**src/rtl/noobs_mem_arb.sv**
```systemverilog
// Shares one single-port synchronous RAM between CPU fetch, CPU data and a loader/debug port.
// Loader priority, CPU round-robin, starvation escalation and an exclusive loader lock.
module noobs_mem_arb #(
  parameter int AW           = 12,
  parameter int DW           = 8,
  parameter int STARVE_LIMIT = 4
) (
  input  logic          clk,
  input  logic          reset_,
  input  logic          if_req,
  input  logic [AW-1:0] if_addr,
  output logic          if_gnt,
  output logic          if_rvalid,
  output logic [DW-1:0] if_rdata,
  input  logic          d_req,
  input  logic          d_wr,
  input  logic [AW-1:0] d_addr,
  input  logic [DW-1:0] d_wdata,
  output logic          d_gnt,
  output logic          d_rvalid,
  output logic [DW-1:0] d_rdata,
  input  logic          ld_req,
  input  logic          ld_wr,
  input  logic          ld_lock,
  input  logic [AW-1:0] ld_addr,
  input  logic [DW-1:0] ld_wdata,
  output logic          ld_gnt,
  output logic          ld_rvalid,
  output logic [DW-1:0] ld_rdata,
  output logic          mem_en,
  output logic          mem_wr,
  output logic [AW-1:0] mem_addr,
  output logic [DW-1:0] mem_wdata,
  input  logic [DW-1:0] mem_rdata,
  output logic          cpu_hold
);

  localparam logic [3:0] LIMIT  = 4'(STARVE_LIMIT);
  localparam logic [1:0] OWN_IF = 2'd1;
  localparam logic [1:0] OWN_D  = 2'd2;
  localparam logic [1:0] OWN_LD = 2'd3;

  typedef enum logic {NORMAL = 1'b0, LOCKED = 1'b1} state_t;

  state_t        state, state_nxt;
  logic          rr_ptr;
  logic [3:0]    if_wait, d_wait;
  logic          lock_hold;
  logic          if_starved, d_starved;
  logic          win_if, win_d, win_ld;
  logic          rd_vld_p1;
  logic [1:0]    rd_own_p1;
  logic [DW-1:0] if_hold, d_hold, ld_hold;

  function automatic logic [3:0] wait_next(input logic req, input logic gnt,
                                           input logic [3:0] cnt);
    if (!req || gnt)     return 4'd0;
    else if (cnt >= LIMIT) return LIMIT;
    else                 return cnt + 4'd1;
  endfunction

  // Lock only holds while the loader keeps ld_lock up; the release cycle arbitrates normally.
  assign lock_hold  = (state == LOCKED) && ld_lock;
  assign if_starved = if_req && (if_wait == LIMIT);
  assign d_starved  = d_req && (d_wait == LIMIT);

  always_ff @(posedge clk) begin
    if (!reset_) state <= NORMAL;
    else         state <= state_nxt;
  end

  always_comb begin
    state_nxt = state;
    if (state == LOCKED) begin
      if (!ld_lock) state_nxt = NORMAL;
    end else if (win_ld && ld_lock) begin
      state_nxt = LOCKED;
    end
  end

  always_comb begin
    win_if = 1'b0;
    win_d  = 1'b0;
    win_ld = 1'b0;
    if (reset_) begin
      if (lock_hold)                       win_ld = ld_req;
      else if (d_starved)                  win_d  = 1'b1;
      else if (if_starved)                 win_if = 1'b1;
      else if (ld_req)                     win_ld = 1'b1;
      else if (d_req && (!rr_ptr || !if_req)) win_d = 1'b1;
      else if (if_req)                     win_if = 1'b1;
    end
    if_gnt    = win_if;
    d_gnt     = win_d;
    ld_gnt    = win_ld;
    mem_en    = win_if | win_d | win_ld;
    mem_wr    = (win_d & d_wr) | (win_ld & ld_wr);
    mem_addr  = win_d ? d_addr : win_ld ? ld_addr : win_if ? if_addr : '0;
    mem_wdata = win_d ? d_wdata : win_ld ? ld_wdata : '0;
    cpu_hold  = reset_ && (state == LOCKED);
  end

  always_ff @(posedge clk) begin
    if (!reset_) begin
      rr_ptr  <= 1'b0;
      if_wait <= 4'd0;
      d_wait  <= 4'd0;
    end else begin
      if (win_if || win_d) rr_ptr <= win_d;
      if (!lock_hold) begin
        if_wait <= wait_next(if_req, win_if, if_wait);
        d_wait  <= wait_next(d_req, win_d, d_wait);
      end
    end
  end

  // p0 -> p1: remember who owns the read data returning next cycle
  always_ff @(posedge clk) begin
    if (!reset_) begin
      rd_vld_p1 <= 1'b0;
      rd_own_p1 <= 2'd0;
      if_hold   <= '0;
      d_hold    <= '0;
      ld_hold   <= '0;
    end else begin
      rd_vld_p1 <= mem_en && !mem_wr;
      rd_own_p1 <= win_d ? OWN_D : win_ld ? OWN_LD : OWN_IF;
      if (if_rvalid) if_hold <= mem_rdata;
      if (d_rvalid)  d_hold  <= mem_rdata;
      if (ld_rvalid) ld_hold <= mem_rdata;
    end
  end

  assign if_rvalid = reset_ && rd_vld_p1 && (rd_own_p1 == OWN_IF);
  assign d_rvalid  = reset_ && rd_vld_p1 && (rd_own_p1 == OWN_D);
  assign ld_rvalid = reset_ && rd_vld_p1 && (rd_own_p1 == OWN_LD);
  assign if_rdata  = if_rvalid ? mem_rdata : if_hold;
  assign d_rdata   = d_rvalid  ? mem_rdata : d_hold;
  assign ld_rdata  = ld_rvalid ? mem_rdata : ld_hold;

endmodule

```
**config.mk**
```make
export PLATFORM = sky130hd
export DESIGN_NAME = noobs_mem_arb
export DESIGN_NICKNAME = d
export VERILOG_FILES = /design/src/rtl/noobs_mem_arb.sv
export SDC_FILE = /design/constraint.sdc
export NUM_CORES = 1
export LEC_CHECK = 0
export BUFFER_PORTS_ARGS = -buffer_cell sky130_fd_sc_hd__buf_2
export CORE_MARGIN = 2
export CORE_UTILIZATION = 41
export CTS_BUF_LIST = sky130_fd_sc_hd__clkbuf_8
export CTS_CLUSTER_SIZE = 16
export DETAILED_ROUTE_END_ITERATION = 6
export GPL_TIMING_DRIVEN = 0
export PLACE_DENSITY_LB_ADDON = 0.3
export SLEW_MARGIN = 15
export SYNTH_ARGS = -nofsm -noshare
export SYNTH_HDL_FRONTEND = slang
export SYNTH_SLANG_ARGS = --single-unit
export TNS_END_PERCENT = 50
```
**constraint.sdc**
```tcl
create_clock -name clk -period 2.02 [get_ports clk]
set_clock_uncertainty 0.1 [all_clocks]
set_input_delay 0.505 -clock clk [delete_from_list [all_inputs] [get_ports clk]]
set_output_delay 0.505 -clock clk [all_outputs]
set_load 0.05 [all_outputs]
```
==> flow_summary.yaml <==
status:
  status: "finished, violations left"
  violations: "negative setup slack"
clock_tree:
  cts.sinks: 37
  path_clk_slew_ns: 0.08
  clkLatencyLatePin_ns: 0.30
  cts_tree: "built"
  cts_made_buffers: 5
  clock_path_buffers: 2
  cts_root_buf: "clkbuf_8"
  htreeDepth: 2
global_route:
  use_met1_pct: 29.00
  grt_pass1_vias: 2386
  antenna_found_initial: 0
  grt.overflow.total: 0
  use_met2_pct: 46.31
  grt_pass1_wl_um: 10830
  grt_use_total_pct: 26.05
  grt_max_degree: 12
  grt.met3_usage_pct: 5.556
  grt_busiest_layer: "met2"
pwr:
  leakagePower_nw: 1.761
  ir_worst_vdd_v: 0.0003545
  total_power_mw: 1.985
  powerDensity_mw_per_mm2: 523.7
synth:
  ys_types: 38
  netlist_instances: 224
  yosys_warnings: 0
  synth-seq-cells: 37
  synth_nets: 296
  netlist_area_sq_mm: 0.002033
  synth-async-reset-ratio_pct: 0
  ys.flop_type: "dfxtp_1"
  synth_edf_count: 0
  ys_seq_area_share_pct: 36.43
  syn_avg_cell_area_sq_um: 9.077
worst_setup_path:
  endpoint: "mem_wdata[4]"
  reg2reg_depth: 8
  critical_path_class: "flip-flop to output port"
  start_kind: "flip-flop"
  path_max_fanout: 8
  crit_arrival_ns: 2.11
  cp-end-kind: "output port"
  reg2reg_from: "d_wait[0]"
  cp-startpoint: "d_wait[0]"
  cp.required_ns: 1.41
  regToRegSetupSlack_ns: 0.10
  timing.rr.end: "rd_vld_p1"
sta:
  slew_headroom_pct: 62.35
  fin_crit_ns: 2.717
  setup_viol: 50
  hold_viol: 0
  worst_slew_pin_slew_ns: 0.5618
  fin_ws_ns: -0.6966
  rsz0062_at_grt: "yes"
  max_freq_ghz: 0.3681
  whs_ns: 0.3677
  report.final.slew_viol_count: 0
  finalSetupTns_ns: -21.70
  fin_crit_sh_pct: 134.5
drt:
  routed_via_density: 5.527
  wirelength_um: 7466
  ant_nets: 0
  wl_per_cell_um: 16.97
  drc_errors: 0
  firstDrtPassIters: 4
  drt_iter0_drc: 51
  vias: 2432
placement:
  hpwl_um: 4320
  gp_congestion: 0.8071
  dp_slack_ns: -0.6881
  io_buffers: 120
  placed_area_sq_mm: 0.003014
layout:
  n_fill_cell: 305
  diodes: 0
  drive_above_1_share_pct: 61.93
  regArea_sq_um: 748.2
  final_area_sq_mm: 0.003791
  nNetsFinal: 445
  synthToLayoutAreaGrowth_pct: 86.46
  multiInputGateArea_sq_mm: 0.001585
die:
  core_area_sq_mm: 0.004755
  die_area_sq_mm: 0.005538
  io_pins: 121
  die_y_um: 74.42
  die_w_um: 74.42
  initial_core_util_pct: 42.76
  placementRows: 25
job:
  max_cap_viol_count: 0
min_path:
  holdCritPathClass: "flip-flop to flip-flop"
==> repair_timing <==
action                     in CTS  in global routing
setup endpoints to repair      52                 53
gates resized for setup       117                 31
cloned                          3                  1
hold buffers                    0                  0
pin swaps                      13                 13
buffers inserted               17                  2
==> worst min-delay path by stage <==
stage / from / end / slack [ns] / depth (start not counted)
2_1_floorplan: d_wait[1] / d_wait[1] / 0.34 / 2
3_3_place_gp: d_wait[1] / d_wait[1] / 0.35 / 2
3_5_place_dp: d_wait[1] / d_wait[1] / 0.35 / 2
4_1_cts: ld_lock / state / 0.36 / 2
5_1_grt: ld_lock / state / 0.39 / 2
6_report: if_wait[1] / if_wait[1] / 0.37 / 2
==> cell usage in the layout, fill, tap and decap left out, types with 6 or more instances in the layout <==
| cell | Yosys | routed |
|---|---|---|
| nand2_1 | 9 | 7 |
| dfxtp_1 | 37 | 31 |
| buf_6 | 2 | 41 |
| inv_1 | 9 | 7 |
| a31oi_4 | 0 | 11 |
| buf_4 | 0 | 16 |
| nor3_1 | 13 | 13 |
| dfxtp_2 | 0 | 6 |
| clkbuf_8 | 0 | 6 |
| and2_1 | 27 | 26 |
| buf_8 | 0 | 8 |
| nand3_1 | 25 | 17 |
| buf_2 | 3 | 79 |
| mux2_2 | 24 | 20 |
| a22o_4 | 0 | 8 |
==> cell families (layout without fill, tap and decap cells) <==
group           count (synthesis)  after routing  synth area share (%)
simple gates                   95             95                 26.83
compound gates                 40             40                 15.51
flops                          37             37                 36.43
mux                            24             24                 13.29
buf+inv                        24            173                 5.477
fa+ha+maj                       4              4                 2.462
==> layer usage <==
layer  vias to the layer above  part of all wire [%]
met5                         -                     0
met4                         0                   3.5
li1                       1117                     -
met1                      1186                    38
met3                        26                   5.8
met2                       103                    53
==> power breakdown <==
part | internal, mW | leakage (nW) | switching, mW | total, mW
sequential | 0.751 | 0.302 | 0.0118 | 0.762
combinational | 0.290 | 1.42 | 0.402 | 0.692
clock | 0.269 | 0.0433 | 0.262 | 0.531
total | 1.31 | 1.76 | 0.676 | 1.99
==> registers in the layout, summed over array words and instances, names as in the netlist <==
signal	flops
d_hold	8
rd_own_p1	2
ld_hold	8
d_wait	4
if_wait	4
if_hold	8
rd_vld_p1	1
rr_ptr	1
state	1
==> per-stage QoR <==
stage | std cells | util [%]
floorplan | 224 | -
global placement | 411 | 63.39
detailed placement | 411 | 63.39
CTS | 438 | 77.24
global route | 440 | 79.74
finish | 440 | 79.74
==> cell usage after synthesis (2+ instances only) <==
library cell / count / area [sq um]
a31oi_1: 12 / 75.07
nor3b_1: 2 / 15.01
buf_6: 2 / 22.52
nor3_1: 13 / 65.06
clkbuf_1: 8 / 30.03
a22o_1: 8 / 70.07
buf_2: 3 / 15.01
and4b_1: 2 / 20.02
dfxtp_1: 37 / 740.7
ha_1: 4 / 50.05
nand3_1: 25 / 125.1
nand2_1: 9 / 33.78
a21boi_1: 4 / 30.03
o21ai_1: 3 / 15.01
and3_1: 3 / 18.77
and2_1: 27 / 168.9
inv_1: 9 / 33.78
or2_1: 3 / 18.77
o21a_1: 3 / 22.52
mux2_2: 24 / 270.3
nor2b_1: 2 / 12.51
nand4b_1: 2 / 17.52
nand4_1: 3 / 18.77
o2111ai_1: 2 / 17.52
==> worst max-delay path: stages (launching register included) <==
cell and delay (ns):
dfxtp_2 0.34, inv_2 0.05, ha_4 0.15, and4b_2 0.24, a41oi_4 0.24, or2_4 0.18
buf_12 0.16, inv_6 0.05, a22o_4 0.24, buf_6 0.15
==> final cells by class <==
class                           count  share of cell area (%)
Inverter                           11                   1.749
Timing Repair Buffer              142                   29.01
Buffer                             12                   2.871
Timing Repair inverter              1                  0.2310
Tap cell                           67                   2.211
Multi-Input combinational cell    163                   41.82
Clock inverter                      1                  0.1980
Sequential cell                    37                   19.74
Clock buffer                        6                   2.178
Note: power is estimated with default switching activity, not from simulation.
